[src/rtl/serial_adder_pkg.sv]
// rtl/serial_adder_pkg.sv - shared state encodings and width limits for the serial adder
package serial_adder_pkg;

  typedef enum logic [1:0] {
    ST_IDLE = 2'd0,
    ST_RUN  = 2'd1,
    ST_DONE = 2'd2
  } state_e;

  localparam int WIDTH_MIN = 2;
  localparam int WIDTH_MAX = 64;

endpackage

[src/rtl/serial_adder_fa_cell.sv]
// rtl/serial_adder_fa_cell.sv - single-bit combinational full-adder cell
module fa_cell (
  input  logic x,
  input  logic y,
  input  logic ci,
  output logic s,
  output logic co
);

  assign s  = x ^ y ^ ci;
  assign co = (x & y) | (x & ci) | (y & ci);

endmodule

[src/rtl/serial_adder.sv]
// rtl/serial_adder.sv - bit-serial LSB-first adder with start/busy/done handshake
module serial_adder
  import serial_adder_pkg::*;
#(
  parameter int WIDTH = 8
) (
  input  logic             clk,
  input  logic             rst_n,
  input  logic             start,
  input  logic [WIDTH-1:0] a,
  input  logic [WIDTH-1:0] b,
  input  logic             c_in,
  output logic             busy,
  output logic             done,
  output logic [WIDTH-1:0] sum,
  output logic             c_out,
  output logic             ovf
);

  localparam int CNT_W = (WIDTH > 1) ? $clog2(WIDTH) : 1;

  state_e           state_q;
  logic [WIDTH-1:0] sa_q;
  logic [WIDTH-1:0] sb_q;
  logic [WIDTH-1:0] ss_q;
  logic             carry_q;
  logic [CNT_W-1:0] cnt_q;
  logic             busy_q;
  logic             done_q;
  logic [WIDTH-1:0] sum_q;
  logic             c_out_q;
  logic             ovf_q;

  logic             fa_s;
  logic             fa_co;
  logic             last_bit;

  fa_cell u_fa (
    .x  (sa_q[0]),
    .y  (sb_q[0]),
    .ci (carry_q),
    .s  (fa_s),
    .co (fa_co)
  );

  assign last_bit = (cnt_q == CNT_W'(WIDTH - 1));

  always_ff @(posedge clk or negedge rst_n) begin
    if (!rst_n) begin
      state_q <= ST_IDLE;
      sa_q    <= '0;
      sb_q    <= '0;
      ss_q    <= '0;
      carry_q <= 1'b0;
      cnt_q   <= '0;
      busy_q  <= 1'b0;
      done_q  <= 1'b0;
      sum_q   <= '0;
      c_out_q <= 1'b0;
      ovf_q   <= 1'b0;
    end else begin
      case (state_q)
        ST_IDLE, ST_DONE: begin
          done_q <= 1'b0;
          if (start) begin
            sa_q    <= a;
            sb_q    <= b;
            carry_q <= c_in;
            cnt_q   <= '0;
            busy_q  <= 1'b1;
            state_q <= ST_RUN;
          end else begin
            state_q <= ST_IDLE;
          end
        end
        ST_RUN: begin
          sa_q    <= sa_q >> 1;
          sb_q    <= sb_q >> 1;
          ss_q    <= {fa_s, ss_q[WIDTH-1:1]};
          carry_q <= fa_co;
          // carry_q still holds the carry into the MSB here, so it feeds overflow
          if (last_bit) begin
            sum_q   <= {fa_s, ss_q[WIDTH-1:1]};
            c_out_q <= fa_co;
            ovf_q   <= carry_q ^ fa_co;
            busy_q  <= 1'b0;
            done_q  <= 1'b1;
            state_q <= ST_DONE;
          end else begin
            cnt_q <= cnt_q + CNT_W'(1);
          end
        end
        default: begin
          busy_q  <= 1'b0;
          done_q  <= 1'b0;
          state_q <= ST_IDLE;
        end
      endcase
    end
  end

  assign busy  = busy_q;
  assign done  = done_q;
  assign sum   = sum_q;
  assign c_out = c_out_q;
  assign ovf   = ovf_q;

endmodule

[config.mk]
export PLATFORM = sky130hd
export DESIGN_NAME = serial_adder
export DESIGN_NICKNAME = d
export VERILOG_FILES = /design/src/rtl/serial_adder_pkg.sv /design/src/rtl/serial_adder_fa_cell.sv /design/src/rtl/serial_adder.sv
export SDC_FILE = /design/constraint.sdc
export NUM_CORES = 1
export LEC_CHECK = 0
export ABC_AREA = 1
export CORE_ASPECT_RATIO = 0.7
export CORE_MARGIN = 3
export CORE_UTILIZATION = 50
export CTS_BUF_LIST = sky130_fd_sc_hd__clkbuf_2 sky130_fd_sc_hd__clkbuf_4 sky130_fd_sc_hd__clkbuf_8
export CTS_CLUSTER_DIAMETER = 30
export DETAILED_ROUTE_END_ITERATION = 8
export GPL_TIMING_DRIVEN = 0
export PLACE_DENSITY = 0.78
export SLEW_MARGIN = 30
export SYNTH_ARGS = -nofsm -noshare
export SYNTH_HDL_FRONTEND = slang
export SYNTH_SLANG_ARGS = --single-unit
[constraint.sdc]
create_clock -name clk -period 1.2 [get_ports clk]
set_input_delay 0.12 -clock clk [delete_from_list [all_inputs] [get_ports clk]]
set_output_delay 0.12 -clock clk [all_outputs]
set_load 0.02 [all_outputs]
==> impl_results.md, run 1 <==
- DR WL/cell: 12.8 µm
- Worst hold path type: in2async
- Gr ovfl total: 0
- Relative slew slack: 66.8%
- Routed via count: 1605
- Setup Crit Path Kind: reg2reg
- Area of the core: 3670 µm²
- Dpl cell area: 2420 µm²
- Pwr dens: 2630 nW/µm²
- Kind of start point of the critical path: register
- Cell internal pwr: 0.00420 W
- Failing checks: setup timing
- RSZ-0062 raised after global routing: yes
- Syn Inst Count: 234
- Sink Count: 41
- CTS root buffer: clkbuf_8
- Crit. End Element: register
- Sequential Area: 1030 µm²
- Clock transition at path regs: 0.08 ns
- Clock share of power: 16.8%
- Residual DRC: 0
- Overall die area: 4810 µm²
- Num rows: 18
- Post-Place Worst Slack: -0.108 ns
- IO Pins: 32
- Mapped Area: 2000 µm²
- Synth top area share: 51.2%
- Post-Syn Area per Cell: 8.56 µm²
- Ant diodes: 0
- Gpl congestion: 0.801
- Yosys cell types: 18
- TritonCTS Buffers: 5
- Drt initial violations: 109
- Initial antenna violation count: 0
- Vias in the first global route: 1532
- Initial Utilization: 54.6%
- Dpl hpwl: 2730 µm
- Largest cells by area after synthesis: dfrtp_1, nand2_1, nand3_1
- Clk buf depth: 2
- Reg-to-reg critical path endpoint: ovf$_DFFE_PN0P_
- Pre-antenna DRT Iters: 4
- Share of layout cells above drive strength 1: 21.9%
- Yosys reg bits: 41
- Pleak: 1.43 nW
- H-tree Lvls: 2
- Sw frac: 40.8%
- Final setup viols: 14
- Max cap viols: 0
- Most frequent cells in the layout: nand2_1, dfrtp_1, inv_1
- Syn_nets: 258
- Fmax: 790 MHz
- Final worst-path setup slack: -0.0665 ns
- CTS tree: done
- Final cell count without fillers: 333
- Gr usage total: 20.1%
- Core Util, Final: 73.6%
- Peak supply drop: 1680 µV
- Comb power frac: 48.9%
- Global-route wire length before repair: 7170 µm
- Vias per std cell: 4.82
- Sequential area share after synthesis: 51.2%
- Area grow syn2layout: 34.9%
- Final Cell Area: 2700 µm²
- R2R Setup Slk: -0.07 ns
- Critical path, cell by cell: ha_4 > ha_4 > nand3_4 > buf_8 > nand2_4 > nand2_2
- DRT Wirelength: 4260 µm
- CP max stage delay: 0.41 ns
- Critical-path top delay cell: dfrtp_1
- Port Buffer Count: 31
- Tightest Pin Transition: 0.499 ns
- Most common cell on crit path: ha_4
- Die W: 81.7 µm
- Largest delay share family, worst path: flip-flops
- Tcrit/Tclk final: 106%
- Hold Violations, Final: 0
- Reg-to-Reg Start: cnt_q[0]$_DFFE_PN0P_
- Fillcell total: 288
- Outcome: finished, violations left
- CP Buf/Inv Count: 1
- Switching power: 0.00290 W
- Final nets: 306
- Sequential share of power: 34.3%
- Synth warn: 0
- Commonest non-fill, non-tap cell in the layout: nand2_1
- Final ANT Viol Nets: 0
- Worst R2R Path Depth: 6
- Top cell type by total area after synthesis: dfrtp_1
- Worst Clk Skew: 0.00587 ns
- Setup TNS: -0.701 ns
- Pin count of the biggest net entering global routing: 22
- Cell count after placement: 316
- Multi-input logic area: 810 µm²
- Crit path DAT: 1.47 ns
- Die height: 59.0 µm
- Fin crit period: 1.27 ns
- Crit-path max FO: 5
- CP Data Required Time: 1.40 ns
- Worst-skew pair later-pin latency: 0.30 ns
- Slew Viols, Final: 0
## area by class of cell
type,count,share of cell area (%)
sequential,41,38.0
multi-input combinational,140,30.0
timing repair buffer,42,16.0
inverter,44,6.39
clock buffer,7,3.33
buffer,8,2.87
tap,50,2.32
clock inverter,1,1.11
## cell families (layout without fill, tap and decap cells)
| kind of cell | count (synthesis) | in the layout | synth area share (%) |
|---|---|---|---|
| fa+ha+maj | 4 | 4 | 2.87 |
| compound gates | 19 | 19 | 6.25 |
| flops | 41 | 41 | 51.2 |
| buf+inv | 53 | 102 | 12.6 |
| xor+xnor | 1 | 1 | 0.437 |
| simple gates | 116 | 116 | 26.7 |
## stage by stage
stage / hold WS [ns] / power, W
2_1_floorplan: -0.176 / 0.00467
3_3_place_gp: 0.456 / 0.00552
3_5_place_dp: 0.117 / 0.00563
4_1_cts: 0.323 / 0.00696
5_1_grt: 0.348 / 0.00771
6_report: 0.307 / 0.00711
## layer usage
| layer | share of wire [%] | vias up | global-route usage, % |
|---|---|---|---|
| li1 | - | 815 | - |
| met1 | 48 | 744 | 28.3 |
| met2 | 45 | 40 | 29.7 |
| met3 | 5.8 | 6 | 6.57 |
| met4 | 1.3 | 0 | 6.40 |
| met5 | 0 | - | 0 |
## sequential cells by signal, indices dropped and copies added (netlist names), 2 cells and up
| signal | count |
|---|---|
| sb_q | 8 |
| sa_q | 8 |
| cnt_q | 3 |
| sum | 8 |
| state_q | 2 |
| ss_q | 7 |
## power by group through the flow
stage	Clock (W)	Sequential (W)	Combinational [W]
floorplan	0	0.00256	0.00212
global placement	0	0.00239	0.00313
detailed placement	0	0.00242	0.00321
CTS	0.00121	0.00241	0.00334
global route	0.00128	0.00254	0.00390
finish	0.00119	0.00244	0.00347
## synth_stat cells
cell and number:
buf_2 2, buf_4 2, buf_6 5, dfrtp_1 41
fa_1 1, ha_1 3, inv_1 42, inv_4 2
nand2_1 76, nand2_4 1, nand2_8 2, nand3_1 33
nand3_4 1, nand3b_1 1, nor2_1 2, o21ai_0 11
o21ai_2 8, xor2_1 1
## timing repair
item                                    CTS  global route
gates cloned                              1             0
pin swaps                                 5             8
endpoints found under the setup margin   28            26
endpoints found under the hold margin    20             0
buffers inserted                          4             4
hold buffers                              1             0
gates resized for setup                  31            12
## worst max-delay path by stage
stage	from	end	slack (ns)	cells after the start
after floorplan	carry_q$_DFFE_PN0P_	ss_q[7]$_DFFE_PN0N_	-0.02	3
after global routing	cnt_q[0]$_DFFE_PN0P_	ovf$_DFFE_PN0P_	-0.14	6
after global placement	rst_n	sa_q[7]$_DFFE_PN0P_	-1.00	1
final	cnt_q[0]$_DFFE_PN0P_	ovf$_DFFE_PN0P_	-0.07	6
after CTS	cnt_q[1]$_DFFE_PN0P_	cnt_q[2]$_DFFE_PN0P_	-0.06	5
after detailed placement	cnt_q[0]$_DFFE_PN0P_	cnt_q[0]$_DFFE_PN0P_	-0.11	6
No activity file was read; power rests on OpenSTA's default activity.
==> run 2: changes to the inputs <==
--- a/config.mk
+++ b/config.mk
@@ -8,12 +8,10 @@
 export ABC_AREA = 1
 export CORE_ASPECT_RATIO = 0.7
 export CORE_MARGIN = 3
-export CORE_UTILIZATION = 50
+export CORE_UTILIZATION = 40
 export CTS_BUF_LIST = sky130_fd_sc_hd__clkbuf_2 sky130_fd_sc_hd__clkbuf_4 sky130_fd_sc_hd__clkbuf_8
 export CTS_CLUSTER_DIAMETER = 30
 export DETAILED_ROUTE_END_ITERATION = 8
-export GPL_TIMING_DRIVEN = 0
-export PLACE_DENSITY = 0.78
 export SLEW_MARGIN = 30
 export SYNTH_ARGS = -nofsm -noshare
 export SYNTH_HDL_FRONTEND = slang
==> run 2 against run 1 <==
The flow still finishes with violations (setup timing). Clock skew is 0.0016 ns lower. Core utilization shrank 14 points. Power down 2.6%. First-iteration DRC count down 28%. Die area grew 23%. Register-to-register slack hardly changed. Sequential cell count unchanged.
==> impl_results.md, run 2 (same netlist as run 1, synthesis figures left out) <==
- Final ANT Viol Nets: 0 (unchanged)
- Overall die area: 5910 µm² (+23%)
- Commonest non-fill, non-tap cell in the layout: nand2_1
- GR Layer Usage met2: 23.0% (-6.7 points)
- Sw frac: 41.3% (+0.49 points)
- Drt initial violations: 79 (-28%)
- Pleak: 1.45 nW (+1.0%)
- RSZ-0062 raised after global routing: yes
- Sequential share of power: 35.4% (+1.1 points)
- H-tree Lvls: 2 (unchanged)
- Fmax: 797 MHz (+0.95%)
- Core Util, Final: 59.8% (-14 points)
- Met1 GRT Util: 19.6% (-8.7 points)
- Die W: 90.6 µm (+11%)
- CTS root buffer: clkbuf_8
- Final Cell Area: 2740 µm² (+1.3%)
- Worst hold path type: in2async
- Crit-path max FO: 4 (-1)
- Final nets: 311 (+1.6%)
- Sink Count: 41 (unchanged)
- Clk buf depth: 2 (unchanged)
- Area grow syn2layout: 36.6%
- Ant diodes: 0 (unchanged)
- Tightest Pin Transition: 0.227 ns (-0.271 ns)
- Vias per std cell: 4.51 (-6.3%)
- Dpl cell area: 2550 µm² (+5.4%)
- Kind of start point of the critical path: register
- Pin count of the biggest net entering global routing: 42 (+91%)
- Initial antenna violation count: 0 (unchanged)
- Comb power frac: 51.6% (+2.7 points)
- Cell internal pwr: 0.00406 W (-3.4%)
- Gr usage total: 14.5% (-5.6 points)
- Num rows: 20 (+2)
- Tcrit/Tclk final: 105% (-0.99 points)
- Share of layout cells above drive strength 1: 22.2% (+0.31 points)
- CP Data Required Time: 1.39 ns (about the same)
- Hold Violations, Final: 0 (unchanged)
- Dpl hpwl: 2760 µm (+0.94%)
- Crit path DAT: 1.44 ns (-0.03 ns)
- Relative slew slack: 84.8% (+18 points)
- Peak supply drop: 1130 µV (-33%)
- TritonCTS Buffers: 5 (unchanged)
- Pre-antenna DRT Iters: 4 (unchanged)
- Vias in the first global route: 1498 (-2.2%)
- Final worst-path setup slack: -0.0546 ns (+0.0119 ns)
- Initial Utilization: 43.7% (-11 points)
- CTS tree: done
- Port Buffer Count: 31 (unchanged)
- Final hold slack: 0.321 ns (+0.0134 ns)
- Global routing usage on met3: 3.55% (-3.0 points)
- Gr ovfl total: 0 (unchanged)
- Crit. End Element: register
- Global-route wire length before repair: 6800 µm (-5.1%)
- IO Pins: 32 (unchanged)
- Area of the core: 4580 µm² (+25%)
- Most frequent cells in the layout: nand2_1, dfrtp_1, inv_1
- Failing checks: setup timing
- Slew Viols, Final: 0 (unchanged)
- Outcome: finished, violations left
- Clock transition at path regs: 0.08 ns (about the same)
- DRT Wirelength: 4080 µm (-4.3%)
- Clock share of power: 13.0% (-3.8 points)
- Switching power: 0.00286 W (-1.4%)
- Routed via count: 1598 (-0.44%)
- Post-Place Worst Slack: -0.0518 ns (+0.0558 ns)
- Worst Clk Skew: 0.00430 ns (-0.00157 ns)
- Pwr dens: 2530 nW/µm² (-3.8%)
- Final setup viols: 14 (unchanged)
- Most Crowded Layer GR: met2
- Gpl congestion: 0.716 (-11%)
- Worst-skew pair later-pin latency: 0.29 ns (about the same)
- Fin crit period: 1.25 ns (-0.0119 ns)
- DR WL/cell: 11.5 µm (-10%)
- Setup Crit Path Kind: reg2reg
- Residual DRC: 0 (unchanged)
- Die height: 65.2 µm (+11%)
- Max cap viols: 0 (unchanged)
[run 2: routing by layer]
layer	vias to the layer above	routed length [µm]
met1	741	2050
met5	-	0
met4	0	54
met2	31	1800
li1	819	-
met3	7	177
[run 2: repair_timing]
action,4_1_cts,5_1_grt
setup endpoints to repair,26,18
resized for setup,18,24
gates cloned,1,0
hold endpoints to repair,41,0
pin swaps,8,11
hold buffers,1,0
buffers inserted,0,1
[run 2: power by group through the flow]
stage	Clock (W)	Sequential [W]	Combinational, W
floorplan	0	0.00256	0.00212
global placement	0	0.00238	0.00346
detailed placement	0	0.00241	0.00350
CTS	0.000938	0.00240	0.00346
global route	0.000999	0.00253	0.00402
finish	0.000901	0.00245	0.00357
[run 2: cell type report]
class                           instances  area [µm²]
Multi-Input combinational cell        141         828
Clock inverter                          2        10.0
Timing Repair Buffer                   54         541
Fill cell                             431        1840
Clock buffer                            6        76.3
Inverter                               44         173
Sequential cell                        41        1030
Tap cell                               66        82.6
[run 2: final timing paths]
path	start	end	slack (ns)	cells past startpoint
worst max-delay path	cnt_q[1]$_DFFE_PN0P_	cnt_q[2]$_DFFE_PN0P_	-0.05	5
worst min-delay path	rst_n	sum[2]$_DFFE_PN0P_	0.32	3
worst max register to register	cnt_q[1]$_DFFE_PN0P_	cnt_q[2]$_DFFE_PN0P_	-0.05	5
worst min register to register	busy$_DFFE_PN0P_	busy$_DFFE_PN0P_	0.47	2
max in group asynchronous	rst_n	sa_q[4]$_DFFE_PN0P_	0.67	3
min in group clk	b[7]	sb_q[7]$_DFFE_PN0P_	0.40	3
[run 2: stage by stage]
step	power, W	setup TNS [ns]	cells
final	0.00692	-0.342	354
after global routing	0.00755	-1.63	354
after CTS	0.00680	-0.138	353
after detailed placement	0.00591	-0.454	343
after global placement	0.00584	-0.261	343
after floorplan	0.00467	-0.0160	234
[run 2: critical path, cell delays in order (launching register included)]
cell,delay (ns)
dfrtp_1,0.42
ha_4,0.19
ha_4,0.14
nand3b_1,0.23
nand3_1,0.12
nand2_1,0.05
